`src/rtl/uart_io_port_if.sv`:
```
// Processor-side I/O bus for the UART port: port ID, write data/strobe, read strobe/data.
// Latency: read data is combinational from the port ID; writes act on the strobed edge.
// Backpressure: none; the processor polls STATUS before writing or reading.
interface uart_io_port_if;
  logic [7:0] IO_port_ID;
  logic [7:0] IO_write_data;
  logic       IO_write_strobe;
  logic       IO_read_strobe;
  logic [7:0] IO_read_data;

  modport master (
    output IO_port_ID, IO_write_data, IO_write_strobe, IO_read_strobe,
    input  IO_read_data
  );

  modport slave (
    input  IO_port_ID, IO_write_data, IO_write_strobe, IO_read_strobe,
    output IO_read_data
  );
endinterface

```
`src/rtl/uart_io_port.sv`:
```
// Byte FIFO used for the TX and RX queues; pointers wrap modulo DEPTH.
// Latency: head visible combinationally; push/pop take effect at the clock edge.
// Backpressure: caller qualifies push/pop against the count (no internal guard).
module uart_io_port_fifo #(
  parameter int DEPTH = 4,
  parameter int AW    = $clog2(DEPTH)
) (
  input  logic          clk,
  input  logic          rst,
  input  logic          i_push,
  input  logic [7:0]    i_dat,
  input  logic          i_pop,
  output logic [7:0]    o_dat,
  output logic [AW:0]   o_cnt
);
  logic [7:0]    r_mem [DEPTH];
  logic [AW-1:0] r_wr_ptr;
  logic [AW-1:0] r_rd_ptr;
  logic [AW:0]   r_cnt;

  // Storage array; contents are don't-care while the count says empty.
  always_ff @(posedge clk) begin
    if (i_push) r_mem[r_wr_ptr] <= i_dat;
  end

  // Pointer and occupancy bookkeeping; push+pop together leaves the count unchanged.
  always_ff @(posedge clk or posedge rst) begin
    if (rst) begin
      r_wr_ptr <= '0;
      r_rd_ptr <= '0;
      r_cnt    <= '0;
    end else begin
      if (i_push) r_wr_ptr <= r_wr_ptr + 1'b1;
      if (i_pop)  r_rd_ptr <= r_rd_ptr + 1'b1;
      case ({i_push, i_pop})
        2'b10:   r_cnt <= r_cnt + 1'b1;
        2'b01:   r_cnt <= r_cnt - 1'b1;
        default: r_cnt <= r_cnt;
      endcase
    end
  end

  assign o_dat = r_mem[r_rd_ptr];
  assign o_cnt = r_cnt;
endmodule

// UART I/O port: TX_DATA/STATUS/RX_DATA registers over a processor strobe bus, 8N1 serial.
// Latency: TX start bit begins one edge after the byte is queued; RX byte lands at stop mid-bit.
// Backpressure: full TX FIFO drops writes; full RX FIFO drops frames and sets rx_overrun.
module uart_io_port #(
  parameter int         CLKS_PER_BIT = 868,
  parameter int         FIFO_DEPTH   = 4,
  parameter logic [7:0] BASE_ID      = 8'h00
) (
  input  logic           clk100,
  input  logic           reset,
  uart_io_port_if.slave  io,
  input  logic           uart_rx,
  output logic           uart_tx
);
  localparam int          AW        = $clog2(FIFO_DEPTH);
  localparam logic [AW:0] FULL_CNT  = (AW+1)'(FIFO_DEPTH);
  localparam logic [11:0] BIT_LAST  = 12'(CLKS_PER_BIT - 1);
  localparam logic [11:0] HALF_LAST = 12'(CLKS_PER_BIT / 2 - 1);
  localparam logic [7:0]  ID_STATUS = BASE_ID + 8'd1;
  localparam logic [7:0]  ID_RX     = BASE_ID + 8'd2;

  typedef enum logic [1:0] {S_IDLE, S_START, S_DATA, S_STOP} state_t;

  state_t      r_tx_state, r_rx_state;
  logic [11:0] r_tx_cnt, r_rx_cnt;
  logic [2:0]  r_tx_bit, r_rx_bit;
  logic [7:0]  r_tx_shift, r_rx_shift;
  logic        r_tx_line;
  logic        r_rx_s1, r_rx_s2, r_rx_prev;
  logic        r_overrun, r_frame_err;

  logic [7:0]  w_tx_head, w_rx_head, w_status;
  logic [AW:0] w_tx_cnt, w_rx_cnt;
  logic        w_tx_push, w_tx_pop, w_rx_push, w_rx_pop;
  logic        w_tx_full, w_tx_empty, w_rx_full, w_rx_empty;
  logic        w_rx_stop_mid, w_status_wr;

  assign w_tx_full  = (w_tx_cnt == FULL_CNT);
  assign w_tx_empty = (w_tx_cnt == '0);
  assign w_rx_full  = (w_rx_cnt == FULL_CNT);
  assign w_rx_empty = (w_rx_cnt == '0);

  // Serializer takes a byte when idle, or straight from STOP for back-to-back frames.
  assign w_tx_pop  = !w_tx_empty &&
                     ((r_tx_state == S_IDLE) || ((r_tx_state == S_STOP) && (r_tx_cnt == BIT_LAST)));
  assign w_tx_push = io.IO_write_strobe && (io.IO_port_ID == BASE_ID) && (!w_tx_full || w_tx_pop);

  assign w_rx_pop      = io.IO_read_strobe && (io.IO_port_ID == ID_RX) && !w_rx_empty;
  assign w_rx_stop_mid = (r_rx_state == S_STOP) && (r_rx_cnt == BIT_LAST);
  assign w_rx_push     = w_rx_stop_mid && r_rx_s2 && (!w_rx_full || w_rx_pop);
  assign w_status_wr   = io.IO_write_strobe && (io.IO_port_ID == ID_STATUS);

  uart_io_port_fifo #(.DEPTH(FIFO_DEPTH)) u_tx_fifo (
    .clk(clk100), .rst(reset), .i_push(w_tx_push), .i_dat(io.IO_write_data),
    .i_pop(w_tx_pop), .o_dat(w_tx_head), .o_cnt(w_tx_cnt)
  );

  uart_io_port_fifo #(.DEPTH(FIFO_DEPTH)) u_rx_fifo (
    .clk(clk100), .rst(reset), .i_push(w_rx_push), .i_dat(r_rx_shift),
    .i_pop(w_rx_pop), .o_dat(w_rx_head), .o_cnt(w_rx_cnt)
  );

  assign w_status = {1'b0, r_frame_err, (r_tx_state != S_IDLE), r_overrun,
                     w_rx_full, !w_rx_empty, w_tx_empty, w_tx_full};

  // Read mux: RX head (zero when empty), status byte, or zero for unmapped IDs.
  always_comb begin
    io.IO_read_data = 8'h00;
    if (io.IO_port_ID == ID_RX) begin
      if (!w_rx_empty) io.IO_read_data = w_rx_head;
    end else if (io.IO_port_ID == ID_STATUS) begin
      io.IO_read_data = w_status;
    end
  end

  // TX serializer: start, 8 data bits LSB first, stop; line level is registered.
  always_ff @(posedge clk100 or posedge reset) begin
    if (reset) begin
      r_tx_state <= S_IDLE;
      r_tx_cnt   <= '0;
      r_tx_bit   <= '0;
      r_tx_shift <= '0;
      r_tx_line  <= 1'b1;
    end else begin
      case (r_tx_state)
        S_IDLE: begin
          if (w_tx_pop) begin
            r_tx_state <= S_START;
            r_tx_shift <= w_tx_head;
            r_tx_line  <= 1'b0;
            r_tx_cnt   <= '0;
          end
        end
        S_START: begin
          if (r_tx_cnt == BIT_LAST) begin
            r_tx_cnt   <= '0;
            r_tx_bit   <= '0;
            r_tx_state <= S_DATA;
            r_tx_line  <= r_tx_shift[0];
          end else begin
            r_tx_cnt <= r_tx_cnt + 12'd1;
          end
        end
        S_DATA: begin
          if (r_tx_cnt == BIT_LAST) begin
            r_tx_cnt <= '0;
            if (r_tx_bit == 3'd7) begin
              r_tx_state <= S_STOP;
              r_tx_line  <= 1'b1;
            end else begin
              r_tx_bit   <= r_tx_bit + 3'd1;
              r_tx_shift <= r_tx_shift >> 1;
              r_tx_line  <= r_tx_shift[1];
            end
          end else begin
            r_tx_cnt <= r_tx_cnt + 12'd1;
          end
        end
        S_STOP: begin
          if (r_tx_cnt == BIT_LAST) begin
            r_tx_cnt <= '0;
            if (w_tx_pop) begin
              r_tx_state <= S_START;
              r_tx_shift <= w_tx_head;
              r_tx_line  <= 1'b0;
            end else begin
              r_tx_state <= S_IDLE;
              r_tx_line  <= 1'b1;
            end
          end else begin
            r_tx_cnt <= r_tx_cnt + 12'd1;
          end
        end
        default: r_tx_state <= S_IDLE;
      endcase
    end
  end

  assign uart_tx = r_tx_line;

  // Two-flop synchronizer plus a delayed copy for falling-edge detection; idle-high on reset.
  always_ff @(posedge clk100 or posedge reset) begin
    if (reset) begin
      r_rx_s1   <= 1'b1;
      r_rx_s2   <= 1'b1;
      r_rx_prev <= 1'b1;
    end else begin
      r_rx_s1   <= uart_rx;
      r_rx_s2   <= r_rx_s1;
      r_rx_prev <= r_rx_s2;
    end
  end

  // RX deserializer: half-bit start check rejects glitches, then mid-bit sampling.
  always_ff @(posedge clk100 or posedge reset) begin
    if (reset) begin
      r_rx_state <= S_IDLE;
      r_rx_cnt   <= '0;
      r_rx_bit   <= '0;
      r_rx_shift <= '0;
    end else begin
      case (r_rx_state)
        S_IDLE: begin
          r_rx_cnt <= '0;
          if (r_rx_prev && !r_rx_s2) r_rx_state <= S_START;
        end
        S_START: begin
          if (r_rx_cnt == HALF_LAST) begin
            r_rx_cnt   <= '0;
            r_rx_bit   <= '0;
            r_rx_state <= r_rx_s2 ? S_IDLE : S_DATA;
          end else begin
            r_rx_cnt <= r_rx_cnt + 12'd1;
          end
        end
        S_DATA: begin
          if (r_rx_cnt == BIT_LAST) begin
            r_rx_cnt   <= '0;
            r_rx_shift <= {r_rx_s2, r_rx_shift[7:1]};
            if (r_rx_bit == 3'd7) r_rx_state <= S_STOP;
            else                  r_rx_bit   <= r_rx_bit + 3'd1;
          end else begin
            r_rx_cnt <= r_rx_cnt + 12'd1;
          end
        end
        S_STOP: begin
          if (r_rx_cnt == BIT_LAST) begin
            r_rx_cnt   <= '0;
            r_rx_state <= S_IDLE;
          end else begin
            r_rx_cnt <= r_rx_cnt + 12'd1;
          end
        end
        default: r_rx_state <= S_IDLE;
      endcase
    end
  end

  // Sticky error flags: a STATUS write clears them, a same-cycle new error still sets.
  always_ff @(posedge clk100 or posedge reset) begin
    if (reset) begin
      r_overrun   <= 1'b0;
      r_frame_err <= 1'b0;
    end else begin
      if (w_status_wr) begin
        r_overrun   <= 1'b0;
        r_frame_err <= 1'b0;
      end
      if (w_rx_stop_mid && r_rx_s2 && w_rx_full && !w_rx_pop) r_overrun   <= 1'b1;
      if (w_rx_stop_mid && !r_rx_s2)                           r_frame_err <= 1'b1;
    end
  end
endmodule

```
`src/flat_wrapper.sv`:
```
// flat-port wrapper written by rule: the top's interface ports become plain ports
module uart_io_port_flat 
#(
  parameter int         CLKS_PER_BIT = 868,
  parameter int         FIFO_DEPTH   = 4,
  parameter logic [7:0] BASE_ID      = 8'h00
)
  (clk100, reset, uart_rx, uart_tx, io_IO_port_ID, io_IO_write_data, io_IO_write_strobe, io_IO_read_strobe, io_IO_read_data);
  uart_io_port_if io_i ();
  input  logic clk100;
  input  logic reset;
  input  logic uart_rx;
  output logic uart_tx;
  input wire logic [$bits(io_i.IO_port_ID)-1:0] io_IO_port_ID;
  input wire logic [$bits(io_i.IO_write_data)-1:0] io_IO_write_data;
  input wire logic [$bits(io_i.IO_write_strobe)-1:0] io_IO_write_strobe;
  input wire logic [$bits(io_i.IO_read_strobe)-1:0] io_IO_read_strobe;
  output wire logic [$bits(io_i.IO_read_data)-1:0] io_IO_read_data;
  assign io_i.IO_port_ID = io_IO_port_ID;
  assign io_i.IO_write_data = io_IO_write_data;
  assign io_i.IO_write_strobe = io_IO_write_strobe;
  assign io_i.IO_read_strobe = io_IO_read_strobe;
  assign io_IO_read_data = io_i.IO_read_data;
  uart_io_port #(.CLKS_PER_BIT(CLKS_PER_BIT), .FIFO_DEPTH(FIFO_DEPTH), .BASE_ID(BASE_ID)) u_core (.clk100(clk100), .reset(reset), .io(io_i), .uart_rx(uart_rx), .uart_tx(uart_tx));
endmodule
```
`config.mk`:
```
export PLATFORM = sky130hd
export DESIGN_NAME = uart_io_port_flat
export DESIGN_NICKNAME = d
export VERILOG_FILES = /design/src/rtl/uart_io_port_if.sv /design/src/rtl/uart_io_port.sv /design/src/flat_wrapper.sv
export SDC_FILE = /design/constraint.sdc
export NUM_CORES = 1
export LEC_CHECK = 0
export ABC_AREA = 1
export BUFFER_PORTS_ARGS = -buffer_cell sky130_fd_sc_hd__clkbuf_2
export CAP_MARGIN = 0
export CORE_MARGIN = 2
export CORE_UTILIZATION = 50
export CTS_CLUSTER_DIAMETER = 150
export DETAILED_ROUTE_END_ITERATION = 16
export PLACE_DENSITY = 0.67
export SKIP_CTS_REPAIR_TIMING = 1
export SLEW_MARGIN = 25
export SYNTH_ARGS = -nofsm -noshare
export SYNTH_HDL_FRONTEND = slang
export SYNTH_SLANG_ARGS = --single-unit
```
`constraint.sdc`:
```
create_clock -name clk100 -period 3.25 [get_ports clk100]
set_clock_uncertainty 0.2 [all_clocks]
set_input_delay 0.975 -clock clk100 [delete_from_list [all_inputs] [get_ports clk100]]
set_output_delay 0.975 -clock clk100 [all_outputs]
set_load 0.005 [all_outputs]
```
* Word level (Yosys, flattened, before mapping)
Memories as Yosys holds them, arrays and structs flattened.
Cells that the tools add are included.
** Storage, ports and cells
- Output and inout bits :: 9
- RAM bits :: 64
- Word-level logic and storage cells :: 162
- Memories kept :: 2
- Input bits :: 21
- Register bits :: 70
** Memory list
- u_core.u_rx_fifo.r_mem :: depth 4, width 8, read ports 1, clocked after Yosys merged registers in 0, wr ports 1, line uart_io_port.sv:16 : logic [7:0] r_mem [DEPTH];
- u_core.u_tx_fifo.r_mem :: depth 4, width 8, read ports 1, clocked after Yosys merged registers in 0, wr ports 1, line uart_io_port.sv:16
** Cells by class
- Muxes and demuxes :: 52
- Add/subtract/negate cells :: 12
- Reduce and logical (&&, ||, !) cells :: 45
- Equal/unequal tests :: 31
** Operator list (count)
- 2-to-1 mux 12 bit :: 4
- 2-to-1 mux 8 bit :: 6
- case mux 12 bit (3 select lines) :: 1
- adder 12 x 1 -> 12 bit, second input constant :: 2
- == test 12 x 10 -> 1 bit, second input constant :: 2
- case mux 12 bit (2 select lines) :: 1
- case mux 3 bit (2 select lines) :: 4
- case mux 8 bit (3 select lines) :: 1
- 2-to-1 mux 2 bit :: 11
- 2-to-1 mux 3 bit :: 6
- case mux 2 bit (4 select lines) :: 2
- AND reduction 4 bit :: 4
- logical AND 1 bit :: 14
- 2-to-1 mux 1 bit :: 14
- inequality test 2 x 1 -> 1 bit, second input constant :: 7
- nonzero test 2 bit :: 7
- adder 3 x 1 -> 3 bit, second input constant :: 4
- == test 12 x 9 -> 1 bit, second input constant :: 1
- == test 2 bit, second input constant :: 6
- == test 3 bit, second input constant :: 4
- inequality test 2 bit, second input constant :: 5
- AND reduction 5 bit :: 2
- adder 2 x 1 -> 2 bit, second input constant :: 4
- == test 2 x 1 -> 1 bit, second input constant :: 4
- other kinds (14) :: 24

* Longest topological paths before layout
- Word-level depth :: 8
- Depth in mapped cells :: 14

* Cells and area by module
From an unflattened synthesis, not the netlist that was laid out.
** Unflattened totals
- Cells, all modules :: 746
- Area total of the unflattened synthesis :: 6752.7 um2
** By module, submodules not included
- uart_io_port_fifo :: seq. area each 1136.1 um2, cells each 155, instances 2, area an instance 1739.2 um2
- uart_io_port :: seq. area each 1406.3 um2, cells each 436, instances 1, area an instance 3274.4 um2

* Worst setup path after synthesis
OpenSTA, ideal clock, no wires.
- Kind :: input port to flip-flop
- From :: in io_IO_port_ID[7]
- To :: reg u_core.u_tx_fifo.r_cnt[2], in the netlist u_core.u_tx_fifo.o_cnt[2]
- Arrival time :: 2.614 ns
- Stages :: 11
- Slack :: 0.305 ns
- Buffers on the path :: 0
- Library setup time :: 0.131 ns
- Cell sequence :: nor2_1 -> nand2_1 -> inv_1 -> nand3_1 -> nor4_2 -> nand2_2 -> ha_1 -> fa_1 -> a21oi_1 -> o21ai_0 -> xor2_1
** Between the ends
- Longest elaborated chain between the ends :: 5
- Elaborated cells between the ends (all ways) :: 7
- Classes of those cells :: eq/ne (2); mux (1); reduce/logical (4)
** Ends and longest elaborated chain
- start, declared :: line flat_wrapper.sv:14 : input wire logic [$bits(io_i.IO_port_ID)-1:0] io_IO_port_ID;
- zero test 8 bit * :: line uart_io_port.sv:92 : assign w_tx_push = io.IO_write_strobe && (io.IO_port_ID == BASE_ID) && (!w_tx_full || w_tx_pop);
- logical AND 1 bit * (2 in a row) :: line uart_io_port.sv:92
- == test 2 x 1 -> 1 bit / == test 2 bit (equally long branches) :: line uart_io_port.sv:35 : case ({i_push, i_pop})
- case mux 3 bit (2 select lines) / nonzero test 2 bit (equally long branches)
- end signal, assigned :: line uart_io_port.sv:36 : 2'b10: r_cnt <= r_cnt + 1'b1;
- end signal, assigned :: line uart_io_port.sv:37 : 2'b01: r_cnt <= r_cnt - 1'b1;
- end signal, assigned :: line uart_io_port.sv:38 : default: r_cnt <= r_cnt;
- end, declared :: line uart_io_port.sv:19 : logic [AW:0] r_cnt;
Mark *: on every way between the ends. The rest lies on a longest branch, timed or not.
A chain may end at the register's enable or synchronous reset.

* Worst setup path in the final report
- From :: in io_IO_port_ID[3]
- To :: out io_IO_read_data[4]
** Between the ends
- Longest elaborated chain between the ends :: 3
- Elaborated cells between the ends (all ways) :: 4
- Classes of those cells :: eq/ne (2); mux (2)
** Ends and longest elaborated chain
- == test 8 x 1 -> 1 bit :: line uart_io_port.sv:117 : end else if (io.IO_port_ID == ID_STATUS) begin
- 2-to-1 mux 7 bit :: line uart_io_port.sv:117
- 2-to-1 mux 8 bit * :: line uart_io_port.sv:115 : if (io.IO_port_ID == ID_RX) begin
- end, declared :: line flat_wrapper.sv:18 : output wire logic [$bits(io_i.IO_read_data)-1:0] io_IO_read_data;
Marked as above.

==> key figures <==
Outcome
  • Status: complete, no violations

Synthesis
  • Top post-synthesis cells by area: edfxtp_1 (30%), dfrtp_1 (26%), nand2_1 (7.1%)
  • Post-synthesis sequential area ratio: 0.579
  • Post-synth top area share: 0.303
  • Post-Syn Area per Cell: slightly below 10 um^2
  • Number of synthesized register bits: roughly 130
  • Post-synthesis cell count: between 600 and 700
  • Ys Warns: 0
  • Distinct cells, synth: 37
  • Net Count, Synth: 699
  • Share of flip-flops with an asynchronous set or reset: 0.522
  • Synth area leader: edfxtp_1
  • Post-synth EDFFs: 64
  • Top-count cell post-synth: nand2_1
  • Top cells by count, synth: nand2_1 (121), inv_1 (77), nor2_1 (76)
  • Syn Std Cell Area: about 6400 um^2
  • Ys flop type: dfrtp_1

Worst setup path
  • Crit path largest cell delay: roughly 150 ps
  • Crit Path Max Fanout: 7
  • CP max stage cell: clkbuf_2
  • WP data arrival: roughly 2000 ps
  • Worst Setup Path Type: input pin to output pin
  • Crit end category: output pin
  • Crit-path cells: clkbuf_2 > nor2_2 > nand3_1 > nor2_2 > nand2_1 > inv_4 > nand2_1 > o21ai_0 > clkbuf_2
  • CP startpoint kind: input pin
  • Worst path required time: about 2100 ps

GRT
  • Pin count of the biggest net entering global routing: 47
  • First-pass GRT wire length: around 21 mm
  • Number of global-route vias before repair: between 4000 and 5000
  • GRT Overall Usage: 0.199
  • Initial antenna violation count: 0
  • Total grt overflow: 0

Clock tree
  • CTS tree: done
  • Clock latency on the worst-skew pair: 410 ps
  • CTS sink count: about 130
  • CTS Buf Count: 17
  • CTS H-Tree Depth: 4
  • Worst-path clk slew: 60 ps
  • CTS root buf: clkbuf_16
  • Clock Path Buffers: 2

Timing
  • Worst-margin pin slew: 610 ps
  • Setup TNS: 0 ps
  • Final setup vio count: 0
  • WHS: ~160 ps
  • Final setup margin: 114 ps
  • Worst rel slew slack: 0.592
  • Max Freq: about 0.32 GHz
  • Crit share post-route: 0.965
  • Final critical-path required period: between 3000 and 4000 ps
  • Final hold vios: 0
  • Slew Viols, Final: 0
  • Unrepaired setup endpoints after global routing: no

Drt
  • Wire per inst: approximately 14 um
  • Vias per cell: just over 5
  • Vias: between 4000 and 5000
  • DRT Pass-1 Iters: 5
  • DR iter-0 viols: between 300 and 400
  • Detailed Route WL: roughly 12 mm
  • Drt drc: 0
  • DRT antenna net count: 0

Die
  • Chip Height: approximately 120 um
  • Initial core utilization: 0.507
  • Core Region: between 10000 and 15000 um^2
  • Row count: slightly above 40
  • DIE AREA: 13600 um^2
  • Chip width: ~120 um
  • Num ports: 30

Power and ir drop
  • VDD IR max: 297 uV
  • Static leakage: around 3.4 nW
  • Power per cell area: ~540 nW/um^2

Finish
  • Nets: roughly 750
  • Area growth, synth to finish: 16.2%
  • Share of cells above drive strength 1: 0.158
  • Fin cells: ~890
  • Fin util: 0.590
  • Ant. Diodes: 0

Place
  • Final HPWL DP: around 8.3 mm
  • Total placed cells including tap cells: ~860
  • Place WS: -10.8 ps
  • PortBufs: 29
  • Placer Congestion: ~0.82

Worst hold path
  • HP Class: flip-flop to flip-flop

Run
  • Max-cap check violation count: 0
## where the power goes
group / internal, mW / total, mW / leakage [nW] / switching, mW
clock: 1.14 / 1.83 / 0.271 / 0.693
sequential: 1.83 / 1.88 / 1.54 / 0.0570
combinational: 0.101 / 0.287 / 1.56 / 0.186
## cell families (layout without fill, tap and decap cells)
kind of cell	count (synthesis)	after routing	synth area share
compound gates	108	108	0.0912
xor+xnor	11	11	0.0152
fa+ha+maj	23	23	0.0477
buf+inv	93	160	0.0557
flops	134	134	0.579
mux	8	8	0.0142
simple gates	278	278	0.197
## placed cells by master, fill, tap and decap left out, types with 14 or more instances in the layout
cell	instances
clkbuf_2	29
ha_1	21
dfrtp_1	66
o21ai_0	63
inv_1	75
nand3_1	46
o22ai_1	14
edfxtp_1	64
a21oi_1	19
nor2_1	74
clkbuf_16	17
nand2_1	121
## routing by layer
metal | GRT usage | vias up | share of wire | wire length (um)
met1 | 0.254 | 2199 | 0.46 | 5610
met5 | 0 | - | 0 | 0
li1 | - | 2292 | - | -
met3 | 0.0540 | 15 | 0.032 | 386
met2 | 0.329 | 80 | 0.49 | 6010
met4 | 0.0706 | 0 | 0.013 | 161
## flip-flops by register name (all words and copies together), names as in the netlist, 2 cells and up, named ones only
register / count
u_core.u_tx_fifo.r_mem: 32
u_core.r_tx_shift: 8
u_core.u_tx_fifo.r_wr_ptr: 2
u_core.r_tx_cnt: 12
u_core.u_rx_fifo.o_cnt: 3
u_core.r_rx_shift: 8
u_core.r_tx_bit: 3
u_core.u_rx_fifo.r_mem: 32
u_core.r_tx_state: 2
u_core.u_tx_fifo.r_rd_ptr: 2
u_core.u_tx_fifo.o_cnt: 3
u_core.u_rx_fifo.r_rd_ptr: 2
u_core.r_rx_bit: 3
u_core.r_rx_cnt: 12
u_core.u_rx_fifo.r_wr_ptr: 2
## critical path, delay by kind of cell
kind,cells,cell delay [ps]
compound gates,1,90
buf+inv,3,370
simple gates,5,520
## final cells by class
type                            instances  area (um^2)
Sequential cell                       134         3680
Inverter                               85          323
Clock inverter                         14          134
Clock buffer                           18          439
Tap cell                              172          215
Timing Repair Buffer                   43          263
Multi-Input combinational cell        428         2330
Fill cell                            1045         5130
## through the flow
step | power [mW] | instance area, um^2
3_5_place_dp | 2.20 | 6800
2_1_floorplan | 2.12 | 6350
5_1_grt | 4.18 | 7380
3_3_place_gp | 2.19 | 6800
6_report | 4.00 | 7380
4_1_cts | 4.04 | 7370
## worst paths after layout
path,startpoint,endpoint,slack (ps),cells past startpoint
worst min-delay path,u_core.r_rx_s1,u_core.r_rx_s2,160,0
worst max-delay path,io_IO_port_ID[3],io_IO_read_data[4],110,9
worst max register to register,u_core.r_tx_cnt[0],u_core.u_tx_fifo.o_cnt[2],490,13
max in group asynchronous,reset,u_core.r_rx_prev,1710,3
min in group asynchronous,reset,u_core.r_tx_cnt[8],420,2
worst min register to register,u_core.r_rx_s1,u_core.r_rx_s2,160,0
(Power assumes the default switching activity.)
